===== config.mk =====
export PLATFORM = sky130hd
export DESIGN_NAME = pht_update_ctrl_flat
export DESIGN_NICKNAME = d
export VERILOG_FILES = /design/src/rtl/pht_update_ctrl_if.sv /design/src/rtl/pht_update_ctrl.sv /design/src/flat_wrapper.sv
export SDC_FILE = /design/constraint.sdc
export NUM_CORES = 1
export LEC_CHECK = 0
export CAP_MARGIN = 20
export CORE_AREA = 2 2 109 111
export CTS_CLUSTER_DIAMETER = 100
export DETAILED_ROUTE_END_ITERATION = 8
export DIE_AREA = 0 0 111 113
export PLACE_DENSITY = 0.69
export SETUP_SLACK_MARGIN = 0.2
export SLEW_MARGIN = 20
export SYNTH_ARGS = -nofsm -noshare
export SYNTH_HDL_FRONTEND = slang
export SYNTH_SLANG_ARGS = --single-unit

===== constraint.sdc =====
create_clock -name clk -period 4 [get_ports clk]
set_clock_uncertainty 0.1 [all_clocks]
set_input_delay 0.6 -clock clk [delete_from_list [all_inputs] [get_ports clk]]
set_output_delay 0.6 -clock clk [all_outputs]
set_load 0.01 [all_outputs]

===== src/rtl/pht_update_ctrl_if.sv =====
// Resolved control-transfer channel from execute into the PHT update controller.
interface pht_update_ctrl_if #(
    parameter int unsigned IDX_W = 10
);
    logic             upd_valid;
    logic             upd_ready;
    logic             upd_is_br;
    logic             upd_is_jmp;
    logic             upd_taken;
    logic             upd_pred_taken;
    logic [IDX_W-1:0] upd_pc;
    logic [IDX_W-1:0] upd_ghr;

    modport master (
        output upd_valid, upd_is_br, upd_is_jmp, upd_taken, upd_pred_taken, upd_pc, upd_ghr,
        input  upd_ready
    );

    modport slave (
        input  upd_valid, upd_is_br, upd_is_jmp, upd_taken, upd_pred_taken, upd_pc, upd_ghr,
        output upd_ready
    );
endinterface


===== src/rtl/pht_update_ctrl.sv =====
// Gshare PHT write-port owner: queues resolved branches/jumps, retires one RMW counter update
// per cycle, keeps the committed GHR and sweeps the table clear. PHT_STATS_EN adds retire stats.
module pht_update_ctrl #(
    parameter int unsigned IDX_W    = 10,
    parameter int unsigned DEPTH    = 4,
    parameter logic [1:0]  INIT_CNT = 2'b01
) (
    input  logic             clk,
    input  logic             rst_n,
    pht_update_ctrl_if.slave upd,
    input  logic             clr_req,
    output logic [IDX_W-1:0] pht_raddr,
    input  logic [1:0]       pht_rdata,
    output logic             pht_we,
    output logic [IDX_W-1:0] pht_waddr,
    output logic [1:0]       pht_wdata,
    output logic [IDX_W-1:0] ghr,
    output logic             busy
`ifdef PHT_STATS_EN
    ,
    output logic [31:0]      stat_upd,
    output logic [31:0]      stat_mis
`endif
);

    localparam int unsigned      PTR_W    = (DEPTH > 1) ? $clog2(DEPTH) : 1;
    localparam int unsigned      CNT_W    = $clog2(DEPTH + 1);
    localparam logic [IDX_W-1:0] LAST_IDX = '1;

    typedef enum logic {
        ST_CLEAR = 1'b0,
        ST_RUN   = 1'b1
    } state_t;

    typedef struct packed {
`ifdef PHT_STATS_EN
        logic             pred_taken;
`endif
        logic             is_jmp;
        logic             taken;
        logic [IDX_W-1:0] pc;
        logic [IDX_W-1:0] ghr;
    } entry_t;

    state_t           state_q;
    logic [IDX_W-1:0] sweep_q;
    logic [IDX_W-1:0] ghr_q;
    logic [IDX_W-1:0] raddr_last_q;
    logic [IDX_W-1:0] waddr_last_q;
    entry_t           fifo_mem [DEPTH];
    logic [PTR_W-1:0] wr_ptr_q;
    logic [PTR_W-1:0] rd_ptr_q;
    logic [CNT_W-1:0] count_q;

    logic             run;
    logic             fifo_full;
    logic             enq;
    logic             pop;
    entry_t           head;
    entry_t           new_entry;
    logic [IDX_W-1:0] ret_idx;
    logic [1:0]       ret_cnt;

    // Handshake, FIFO head decode and saturating counter step
    always_comb begin
        run       = (state_q == ST_RUN);
        fifo_full = (count_q == CNT_W'(DEPTH));
        enq       = upd.upd_valid && run && !fifo_full && !clr_req
                    && (upd.upd_is_br || upd.upd_is_jmp);
        pop       = run && (count_q != '0) && !clr_req;
        head      = fifo_mem[rd_ptr_q];
        ret_idx   = head.pc ^ head.ghr;

        new_entry            = '0;
        new_entry.is_jmp     = upd.upd_is_jmp;
        new_entry.taken      = upd.upd_is_jmp || upd.upd_taken;
        new_entry.pc         = upd.upd_pc;
        new_entry.ghr        = upd.upd_ghr;
`ifdef PHT_STATS_EN
        new_entry.pred_taken = upd.upd_pred_taken;
`endif

        if (head.is_jmp) begin
            ret_cnt = 2'b11;
        end else if (head.taken) begin
            ret_cnt = (pht_rdata == 2'b11) ? 2'b11 : pht_rdata + 2'd1;
        end else begin
            ret_cnt = (pht_rdata == 2'b00) ? 2'b00 : pht_rdata - 2'd1;
        end
    end

    assign upd.upd_ready = run && !fifo_full;
    assign ghr           = ghr_q;
    assign busy          = !run;

    // Table port: sweep writes in CLEAR, RMW on retire, otherwise hold last addresses
    always_comb begin
        pht_we    = 1'b0;
        pht_raddr = raddr_last_q;
        pht_waddr = waddr_last_q;
        pht_wdata = ret_cnt;
        if (!run) begin
            pht_we    = rst_n;
            pht_waddr = sweep_q;
            pht_wdata = INIT_CNT;
        end else if (pop) begin
            pht_we    = 1'b1;
            pht_raddr = ret_idx;
            pht_waddr = ret_idx;
        end
    end

    // Control FSM, sweep index, FIFO pointers and GHR
    always_ff @(posedge clk) begin
        if (!rst_n) begin
            state_q      <= ST_CLEAR;
            sweep_q      <= '0;
            ghr_q        <= '0;
            wr_ptr_q     <= '0;
            rd_ptr_q     <= '0;
            count_q      <= '0;
            raddr_last_q <= '0;
            waddr_last_q <= '0;
        end else if (clr_req) begin
            state_q  <= ST_CLEAR;
            sweep_q  <= '0;
            ghr_q    <= '0;
            wr_ptr_q <= '0;
            rd_ptr_q <= '0;
            count_q  <= '0;
        end else begin
            case (state_q)
                ST_CLEAR: begin
                    sweep_q      <= sweep_q + IDX_W'(1);
                    waddr_last_q <= sweep_q;
                    if (sweep_q == LAST_IDX) begin
                        state_q <= ST_RUN;
                    end
                end
                default: begin
                    state_q <= ST_RUN;
                end
            endcase

            if (enq) begin
                fifo_mem[wr_ptr_q] <= new_entry;
                wr_ptr_q           <= wr_ptr_q + PTR_W'(1);
            end
            if (pop) begin
                ghr_q        <= {ghr_q[IDX_W-2:0], head.taken};
                rd_ptr_q     <= rd_ptr_q + PTR_W'(1);
                raddr_last_q <= ret_idx;
                waddr_last_q <= ret_idx;
            end
            if (enq && !pop) begin
                count_q <= count_q + CNT_W'(1);
            end else if (pop && !enq) begin
                count_q <= count_q - CNT_W'(1);
            end
        end
    end

`ifdef PHT_STATS_EN
    // Retired-branch and misprediction counters, saturating
    always_ff @(posedge clk) begin
        if (!rst_n || clr_req) begin
            stat_upd <= '0;
            stat_mis <= '0;
        end else if (pop && !head.is_jmp) begin
            if (stat_upd != '1) begin
                stat_upd <= stat_upd + 32'd1;
            end
            if ((head.taken != head.pred_taken) && (stat_mis != '1)) begin
                stat_mis <= stat_mis + 32'd1;
            end
        end
    end
`else
    logic unused_pred;
    assign unused_pred = upd.upd_pred_taken;
`endif

endmodule

===== src/flat_wrapper.sv =====
// flat-port wrapper written by rule: the top's interface ports become plain ports
module pht_update_ctrl_flat 
#(
    parameter int unsigned IDX_W    = 10,
    parameter int unsigned DEPTH    = 4,
    parameter logic [1:0]  INIT_CNT = 2'b01
)
  (clk, rst_n, clr_req, pht_raddr, pht_rdata, pht_we, pht_waddr, pht_wdata, ghr, busy, upd_upd_valid, upd_upd_is_br, upd_upd_is_jmp, upd_upd_taken, upd_upd_pred_taken, upd_upd_pc, upd_upd_ghr, upd_upd_ready);
  pht_update_ctrl_if #(.IDX_W(IDX_W)) upd_i ();
  input  logic clk;
  input  logic rst_n;
  input  logic clr_req;
  output logic [IDX_W-1:0] pht_raddr;
  input  logic [1:0] pht_rdata;
  output logic pht_we;
  output logic [IDX_W-1:0] pht_waddr;
  output logic [1:0] pht_wdata;
  output logic [IDX_W-1:0] ghr;
  output logic busy;
  input wire logic [$bits(upd_i.upd_valid)-1:0] upd_upd_valid;
  input wire logic [$bits(upd_i.upd_is_br)-1:0] upd_upd_is_br;
  input wire logic [$bits(upd_i.upd_is_jmp)-1:0] upd_upd_is_jmp;
  input wire logic [$bits(upd_i.upd_taken)-1:0] upd_upd_taken;
  input wire logic [$bits(upd_i.upd_pred_taken)-1:0] upd_upd_pred_taken;
  input wire logic [$bits(upd_i.upd_pc)-1:0] upd_upd_pc;
  input wire logic [$bits(upd_i.upd_ghr)-1:0] upd_upd_ghr;
  output wire logic [$bits(upd_i.upd_ready)-1:0] upd_upd_ready;
  assign upd_i.upd_valid = upd_upd_valid;
  assign upd_i.upd_is_br = upd_upd_is_br;
  assign upd_i.upd_is_jmp = upd_upd_is_jmp;
  assign upd_i.upd_taken = upd_upd_taken;
  assign upd_i.upd_pred_taken = upd_upd_pred_taken;
  assign upd_i.upd_pc = upd_upd_pc;
  assign upd_i.upd_ghr = upd_upd_ghr;
  assign upd_upd_ready = upd_i.upd_ready;
  pht_update_ctrl #(.IDX_W(IDX_W), .DEPTH(DEPTH), .INIT_CNT(INIT_CNT)) u_core (.clk(clk), .rst_n(rst_n), .upd(upd_i), .clr_req(clr_req), .pht_raddr(pht_raddr), .pht_rdata(pht_rdata), .pht_we(pht_we), .pht_waddr(pht_waddr), .pht_wdata(pht_wdata), .ghr(ghr), .busy(busy));
endmodule

==> Yosys cells after proc, flatten, opt, wreduce, memory -nomap -nowiden <==
Memory sizes are Yosys's and may differ from the RTL's. A register that Yosys moved wholly into a read port is not among the register bits.
Index checks and enable logic that the tools add are counted.
W data, S select, Z words.
{ "totals": {"register_bits": 48, "latch_bits": 0, "ram_bits": 88, "rom_bits": 0, "n_memories": 1} }
{ "op_classes": {"add_sub_neg": 7, "n_mul": 0, "div": 0, "order_cmp": 0, "n_eq_ne": 4, "n_shift": 0, "mux": 23, "n_bitwise": 3, "reduce_logical": 21} }
{ "memory_table": {"columns": ["name", "depth", "word_bits", "rd", "rd_ports_with_merged_regs", "wr", "line", "rtl"], "rows": [
  ["u_core.fifo_mem", 4, 22, 1, 1, 1, "pht_update_ctrl.sv:50", "entry_t fifo_mem [DEPTH];"]
]} }
{ "op_table": {"columns": ["op", "n"], "rows": [
  ["$mux W10", 6],
  ["$mux W2", 7],
  ["$add A10 B1 Y10 const B", 1],
  ["$eq A10 B10 Y1 const B", 1],
  ["$xor A10 B10 Y10", 1],
  ["$logic_and A1 B1 Y1", 9],
  ["$mux W1", 8],
  ["$add A2 B1 Y2 const B", 3],
  ["$mux W3", 2],
  ["$logic_not A1 Y1", 5],
  ["$add A3 B1 Y3 const B", 1],
  ["$eq A3 B3 Y1 const B", 1],
  ["$reduce_bool A3 Y1", 1],
  ["$sub A3 B1 Y3 const B", 1],
  ["$eq A2 B2 Y1 const B", 1],
  ["$logic_not A2 Y1", 1],
  ["$logic_or A1 B1 Y1", 2],
  ["$ne A2 B2 Y1 const B", 1],
  ["$not A1 Y1", 2],
  ["$reduce_and A2 Y1", 1],
  ["$reduce_bool A2 Y1", 1],
  ["$reduce_or A2 Y1", 1],
  ["$sub A2 B1 Y2 const B", 1]
]} }

==> Longest topological paths before layout <==
Gate-level depths: netlist (run 1).
{ "depth": {"depth_word": 9, "ltp_mapped": 10} }

==> Worst setup path after synthesis (run 1) <==
OpenSTA, ideal clock, no wires.
{ "synth_timing": {"path_type": "input port to flip-flop", "startpoint": "input clr_req", "endpoint": "register u_core.count_q[2]", "t_arrival_ps": 2449, "slack_ps": 1381, "path_stages": 8, "cell_sequence": "nand2b_1 > a2111oi_4 > ha_1 > inv_1 > fa_1 > xor2_1 > or3_1 > a21oi_1"} }
{ "synth_via": {"elab_chain_cells": 6} }
{ "synth_lines": {"columns": ["element", "line", "rtl"], "rows": [
  ["start: declaration", "flat_wrapper.sv:12", "input logic clr_req;"],
  ["$logic_not A1 Y1", "pht_update_ctrl.sv:68, pht_update_ctrl.sv:70", null],
  ["$logic_and A1 B1 Y1", "pht_update_ctrl.sv:68", "enq = upd.upd_valid && run && !fifo_full && !clr_req"],
  ["$logic_and A1 B1 Y1", "pht_update_ctrl.sv:69", "&& (upd.upd_is_br || upd.upd_is_jmp);"],
  ["$logic_not A1 Y1", "pht_update_ctrl.sv:157", "end else if (pop && !enq) begin"],
  ["$logic_and A1 B1 Y1", "pht_update_ctrl.sv:157", null],
  ["$reduce_bool A2 Y1 (no line)", null, null],
  ["end signal: assignment", "pht_update_ctrl.sv:156", "count_q <= count_q + CNT_W'(1);"],
  ["end signal: assignment", "pht_update_ctrl.sv:158", "count_q <= count_q - CNT_W'(1);"],
  ["end: declaration", "pht_update_ctrl.sv:53", "logic [CNT_W-1:0] count_q;"]
]} }
Several ways; a longest one is shown, not always the timed one.
A chain may end at the register's enable or synchronous reset.

==> Worst setup path in the final report (run 1) <==
{ "layout_timing": {"startpoint": "register u_core.count_q[2]", "endpoint": "output pht_waddr[3]"} }
{ "layout_via": {"elab_chain_cells": 5} }
{ "layout_lines": {"columns": ["element", "line", "rtl"], "rows": [
  ["$reduce_bool A3 Y1", "pht_update_ctrl.sv:70", "pop = run && (count_q != '0) && !clr_req;"],
  ["$logic_and A1 B1 Y1 (2 in series)", "pht_update_ctrl.sv:70", null],
  ["$mux W10", "pht_update_ctrl.sv:106", "end else if (pop) begin"],
  ["$mux W10", "pht_update_ctrl.sv:102", "if (!run) begin"],
  ["end: declaration", "flat_wrapper.sv:16", "output logic [IDX_W-1:0] pht_waddr;"]
]} }
Every way passes these cells.

==> metrics.md, run 1 <==
| Metric | Value |
|---|---|
| Outcome | `finished, final reports clean` |
| Vias per cell | `5.21` |
| Post-DP Area | `0.00644 sq mm` |
| Post-synth top area cell | `edfxtp_1` |
| # clock sinks | `138` |
| Setup CP Type | `register to primary output` |
| DRC errors left | `0` |
| Syn nets | `466` |
| First-pass GRT wire length | `17200 microns` |
| Final wirelength | `10900 microns` |
| Yosys warning count | `0` |
| Core area | `0.0113 sq mm` |
| Gpl congestion | `0.829` |
| Post-synth EDFFs | `88` |
| Max cap viols | `0` |
| Cell Pwr Density | `451 mW/mm^2` |
| Cells after synthesis | `429` |
| Met2 routed WL | `5560 microns` |
| Most used cell, CP | `buf_4` |
| Count of cell types in the netlist | `38` |
| Via count | `3455` |
| M1 wire length | `4720 microns` |
| Layout Cells excl Fill | `663` |
| Final TNS setup | `0 ps` |
| Startpoint Class | `register` |
| Area added between synthesis and finish | `26.1%` |
| CTS Hold Buffers Added | `0` |
| Vias in the first global route | `3422` |
| GRT overflow | `0` |
| Clk slew on worst S/H paths | `60 ps` |
| GRT Resource Usage Total | `17.9%` |
| Sequential fraction of the synthesis area | `65.2%` |
| Main flop type after synthesis | `edfxtp_1` |
| FMAX | `293 MHz` |
| Metal3 WL | `471 microns` |
| Internal | `2.54 mW` |
| RSZ-0062 raised after global routing | `no` |
| CP endpoint kind | `primary output` |
| Final nets | `545` |
| Fin area | `0.00705 sq mm` |
| Sequential share of power | `47.6%` |
| Die H | `113 microns` |
| Max Used Layer | `met4` |
| Worst-path fanout max | `12` |
| Final Hold Viols | `0` |
| Share of layout cells above drive strength 1 | `11.9%` |
| PostCTS Resize Cnt | `0` |
| Setup Fix Bufs, Post-CTS | `0` |
| Worst-Skew Late Latency | `410 ps` |
| Worst EP required | `3300 ps` |
| Tmin final | `3410 ps` |
| IO Port Bufs | `63` |
| Netlist Area Pre-Place | `0.00559 sq mm` |
| Routed WL per cell | `16.4 microns` |
| Rel. slew slack | `49.1%` |
| Largest net degree at the start of global routing | `31` |
| DP Cell Count | `632` |
| Critical-path cell list | `o31ai_1 -> buf_4 -> nor2_2 -> buf_4 -> nand2_1 -> nand3_1 -> clkdlybuf4s50_1` |
| Comb pwr share | `2.1%` |
| Mean Syn Cell Area | `13.0 sq um` |
| # H-tree levels | `4` |
| Synth async-reset ratio | `0%` |
| Worst hold-check path type | `register to register` |
| Synth area leaders | `edfxtp_1, dfxtp_1, xor2_1` |
| # IOs | `65` |
| DRT iter0 DRCs | `193` |
| Clock Path Buffers | `2` |
| Total stage count of the critical path | `7` |
| Site row count | `39` |
| Total CTS buffers | `17` |
| Final setup viols | `0` |
| NetSw | `0.640 mW` |
| Multi-input logic area | `0.00183 sq mm` |
| Final-layout fill cell count | `899` |
| Period utilization | `85.3%` |
| Antenna-violating nets left | `0` |
| DP Wirelength | `7360 microns` |
| Synth Register Bits | `138` |
| Worst path bufs/invs | `3` |
| Tightest Pin Transition | `761 ps` |
| Die W | `111 microns` |
| DRT Pass-1 Iters | `4` |
| Initial Utilization | `49.6%` |
| TritonCTS clock tree | `done` |
| Cell family with most CP delay | `buffers and inverters` |
| Slew Viols, Final | `0` |
| Die area | `0.0125 sq mm` |
| Max IR drop VDD | `0.418 mV` |
| Hold path cells | `2` |
| Diode count | `0` |
| Count leader, synth | `edfxtp_1` |
| Initial antenna violation count | `0` |
| Reg2Reg Depth | `10` |
| Leak Pwr | `2.48 nW` |
| Crit path DAT | `2710 ps` |
| Critical path's largest stage delay | `550 ps` |
| Clock power frac | `50.2%` |
| Switching Fraction | `20.1%` |
| Share of the synthesized area in the top cell type | `47.3%` |
| Sequential Area | `0.00364 sq mm` |
| Root Buffer | `clkbuf_16` |
| Worst path slowest cell | `clkdlybuf4s50_1` |
| Post-synth top cells | `edfxtp_1, nand2_1, dfxtp_1` |
-- placed cells by master (no fill, tap or decap), types with 2 or more instances in the layout --
cell type	Yosys	final
nor3_1	6	6
or3_1	4	4
clkinv_4	0	4
dfxtp_1	50	50
nand2b_1	3	3
nand2_1	72	72
ha_1	6	6
clkinvlp_4	0	2
buf_4	0	11
a21oi_1	27	27
xnor2_1	12	12
clkdlybuf4s50_1	0	63
nor2_1	19	19
or2_2	2	2
and3_1	4	4
inv_6	0	4
clkbuf_16	0	17
nor2b_1	2	2
nand3_1	11	11
mux4_2	11	11
xor2_1	40	40
inv_2	2	2
o21ai_0	5	5
bufinv_16	0	3
edfxtp_1	88	88
a22o_1	8	8
inv_1	14	14
mux2i_1	12	12
nor4_1	3	3
-- sequential cells by signal, summed over array words and instances, names as in the netlist, named ones only --
register,count
u_core.ghr,10
u_core.rd_ptr_q,2
u_core.fifo_mem,88
u_core.count_q,3
u_core.waddr_last_q,10
u_core.wr_ptr_q,2
u_core.run,1
u_core.raddr_last_q,10
u_core.sweep_q,10
-- metal layers --
metal / GRT usage [%] / vias up
li1: - / 1686
met5: 0 / -
met1: 22.0 / 1677
met3: 5.68 / 15
met2: 31.0 / 77
met4: 4.75 / 0
-- power groups by stage --
stage	Clock, mW	Sequential, mW	Combinational [mW]
floorplan	0	1.55	0.0199
global placement	0	1.55	0.0667
detailed placement	0	1.55	0.0680
CTS	1.62	1.52	0.0683
global route	1.69	1.52	0.0741
finish	1.60	1.52	0.0677
-- cells by family after synthesis --
family                   synth area share, %
flip-flops                              65.2
AND/OR/NAND/NOR                         9.87
XOR/XNOR                                8.15
AO/OA/AOI/OAI                           5.68
buffers and inverters                   2.19
multiplexers                            7.05
adder cells (fa/ha/maj)                 1.90
-- layout make-up --
class	instances	area share, %
Clock buffer	17	6.03
Clock inverter	14	2.64
Inverter	16	0.852
Multi-Input combinational cell	260	25.9
Sequential cell	138	51.7
Tap cell	143	2.54
Timing Repair Buffer	75	10.4
-- worst min-delay path, cell delays in order, from the launching register on --
cell and delay (ps):
dfxtp_1 320, nand2_1 50, a21oi_1 50
-- through the flow --
stage	total power [mW]	utilization [%]	setup slack [ps]	hold slack (ps)
4_1_cts	3.20	62.6	605	359
2_1_floorplan	1.57	-	1380	344
3_5_place_dp	1.61	57.1	628	350
3_3_place_gp	1.61	57.1	632	340
6_report	3.18	62.6	586	364
5_1_grt	3.28	62.6	477	369
-- worst paths after layout --
kind | from | endpoint | slack (ps)
max | u_core.count_q[2] | pht_waddr[3] | 590
max reg2reg | u_core.count_q[2] | u_core.count_q[2] | 1190
min | u_core.ghr[1] | u_core.ghr[2] | 360
min reg2reg | u_core.ghr[1] | u_core.ghr[2] | 360
Note: power is estimated with default switching activity, not from simulation.
==> run 2: changes to the inputs <==
--- a/config.mk
+++ b/config.mk
@@ -10,7 +10,8 @@
 export CTS_CLUSTER_DIAMETER = 100
 export DETAILED_ROUTE_END_ITERATION = 8
 export DIE_AREA = 0 0 111 113
-export PLACE_DENSITY = 0.69
+export DONT_BUFFER_PORTS = 1
+export PLACE_DENSITY = 0.61
 export SETUP_SLACK_MARGIN = 0.2
 export SLEW_MARGIN = 20
 export SYNTH_ARGS = -nofsm -noshare
==> run 2 against run 1 <==
Register-to-register slack better by 30 ps. Design area is 10% lower. Critical path depth fell by 3. Global-route usage is 0.77 points lower. Highest routed layer unchanged.
==> metrics.md, run 2 (synthesis gave the netlist of run 1 again) <==
| Metric | Value |
|---|---|
| DP Wirelength | `6710 microns` |
| # IOs | `65` |
| RSZ-0062 raised after global routing | `no` |
| Reg2Reg Setup Slack | `1220 ps` |
| IO Port Bufs | `0` |
| Leak Pwr | `2.23 nW` |
| CP endpoint kind | `primary output` |
| CTS Hold Buffers Added | `0` |
| Critical path's largest stage delay | `660 ps` |
| Worst-Skew Late Latency | `410 ps` |
| Die H | `113 microns` |
| First-pass GRT wire length | `16000 microns` |
| Cell Pwr Density | `472 mW/mm^2` |
| Rel. slew slack | `53.7%` |
| Final wirelength | `10000 microns` |
| Crit path DAT | `2160 ps` |
| Root Buffer | `clkbuf_16` |
| Die W | `111 microns` |
| Area added between synthesis and finish | `13.4%` |
| Tightest Pin Transition | `693 ps` |
| # clock sinks | `138` |
| Max IR drop VDD | `0.304 mV` |
| Setup CP Type | `register to primary output` |
| Initial antenna violation count | `0` |
| Gpl congestion | `0.824` |
| Share of layout cells above drive strength 1 | `12.7%` |
| # H-tree levels | `4` |
| Via count | `3162` |
| Die area | `0.0125 sq mm` |
| Cell family with most CP delay | `multiplexers` |
| Core area | `0.0113 sq mm` |
| GRT Resource Usage Total | `17.1%` |
| Initial Utilization | `49.6%` |
| DRT Pass-1 Iters | `4` |
| Max reg flops | `88` |
| Max cap viols | `0` |
| PostCTS Resize Cnt | `0` |
| Power, Total | `2.99 mW` |
| Routed WL per cell | `16.7 microns` |
| Setup Fix Bufs, Post-CTS | `0` |
| TritonCTS clock tree | `done` |
| Total CTS buffers | `17` |
| Worst-path fanout max | `10` |
| Clk slew on worst S/H paths | `60 ps` |
| Site row count | `39` |
| Startpoint Class | `register` |
| Final TNS setup | `0 ps` |
| Period utilization | `71.5%` |
| Vias per cell | `5.28` |
| Vias in the first global route | `3136` |
| Diode count | `0` |
| FMAX | `350 MHz` |
| DRT iter0 DRCs | `153` |
| Clock Path Buffers | `2` |
| Largest net degree at the start of global routing | `30` |
| Worst path bufs/invs | `1` |
| Worst hold-check path type | `input pin to register` |
| Most frequent cells in the layout | `edfxtp_1, nand2_1, dfxtp_1` |
| Tmin final | `2860 ps` |
| Commonest non-fill, non-tap cell in the layout | `edfxtp_1` |
| Final nets | `480` |
| Final Hold Viols | `0` |
| DRC errors left | `0` |
| Final setup viols | `0` |
| Slew Viols, Final | `0` |
| Critical-path cell list | `buf_4 -> mux4_1 -> nand2_1 -> o311a_1` |
| Outcome | `finished, final reports clean` |
| Final Core Density | `56.3%` |
| Worst path slowest cell | `mux4_1` |
| Hold slack | `181 ps` |
| Worst EP required | `3300 ps` |
| GRT overflow | `0` |
| Antenna-violating nets left | `0` |
| Largest Register | `u_core.fifo_mem` |
## run 2: changes by cell type in the layout (fill, tap and decap cells not counted), sizes merged
cell and delta:
buf -2, clkinv -1, bufinv -2, clkinvlp -1, clkdlybuf4s50 -63, inv -3, clkbuf +8
## run 2: final timing paths
| kind | from | end | depth (start not counted) |
|---|---|---|---|
| hold / removal | upd_upd_pc[8] | u_core.fifo_mem[3][18] | 0 |
| hold reg to reg | u_core.raddr_last_q[7] | u_core.raddr_last_q[7] | 2 |
| setup / recovery | register | pht_waddr[0] | 4 |
| setup reg to reg | u_core.run | u_core.count_q[2] | 8 |
## run 2: cell type report
class                           count  area (sq um)
Multi-Input combinational cell    260          1830
Clock inverter                      7          65.1
Tap cell                          143           179
Timing Repair Buffer               10          75.1
Fill cell                         927          4930
Inverter                           16          60.1
Sequential cell                   138          3640
Clock buffer                       25           493
## run 2: power breakdown
group          internal, mW  switching [mW]  leakage [nW]
clock                 0.914           0.537         0.279
sequential             1.52         0.00189          1.19
combinational       0.00825          0.0159         0.754
## run 2: metrics by stage
stage | area, sq um | cells | setup slack [ps]
6_report | 6340 | 599 | 1140
5_1_grt | 6340 | 599 | 977
4_1_cts | 6340 | 599 | 1100
3_5_place_dp | 5780 | 567 | 1210
3_3_place_gp | 5780 | 567 | 1240
2_1_floorplan | 5590 | 429 | 1380
## run 2: metal layers
metal | global-route usage [%] | vias to the layer above | wire length (microns)
met5 | 0 | - | 0
met4 | 7.33 | 0 | 153
met3 | 6.27 | 13 | 620
met2 | 28.0 | 81 | 5010
met1 | 20.7 | 1522 | 4230
li1 | - | 1546 | -
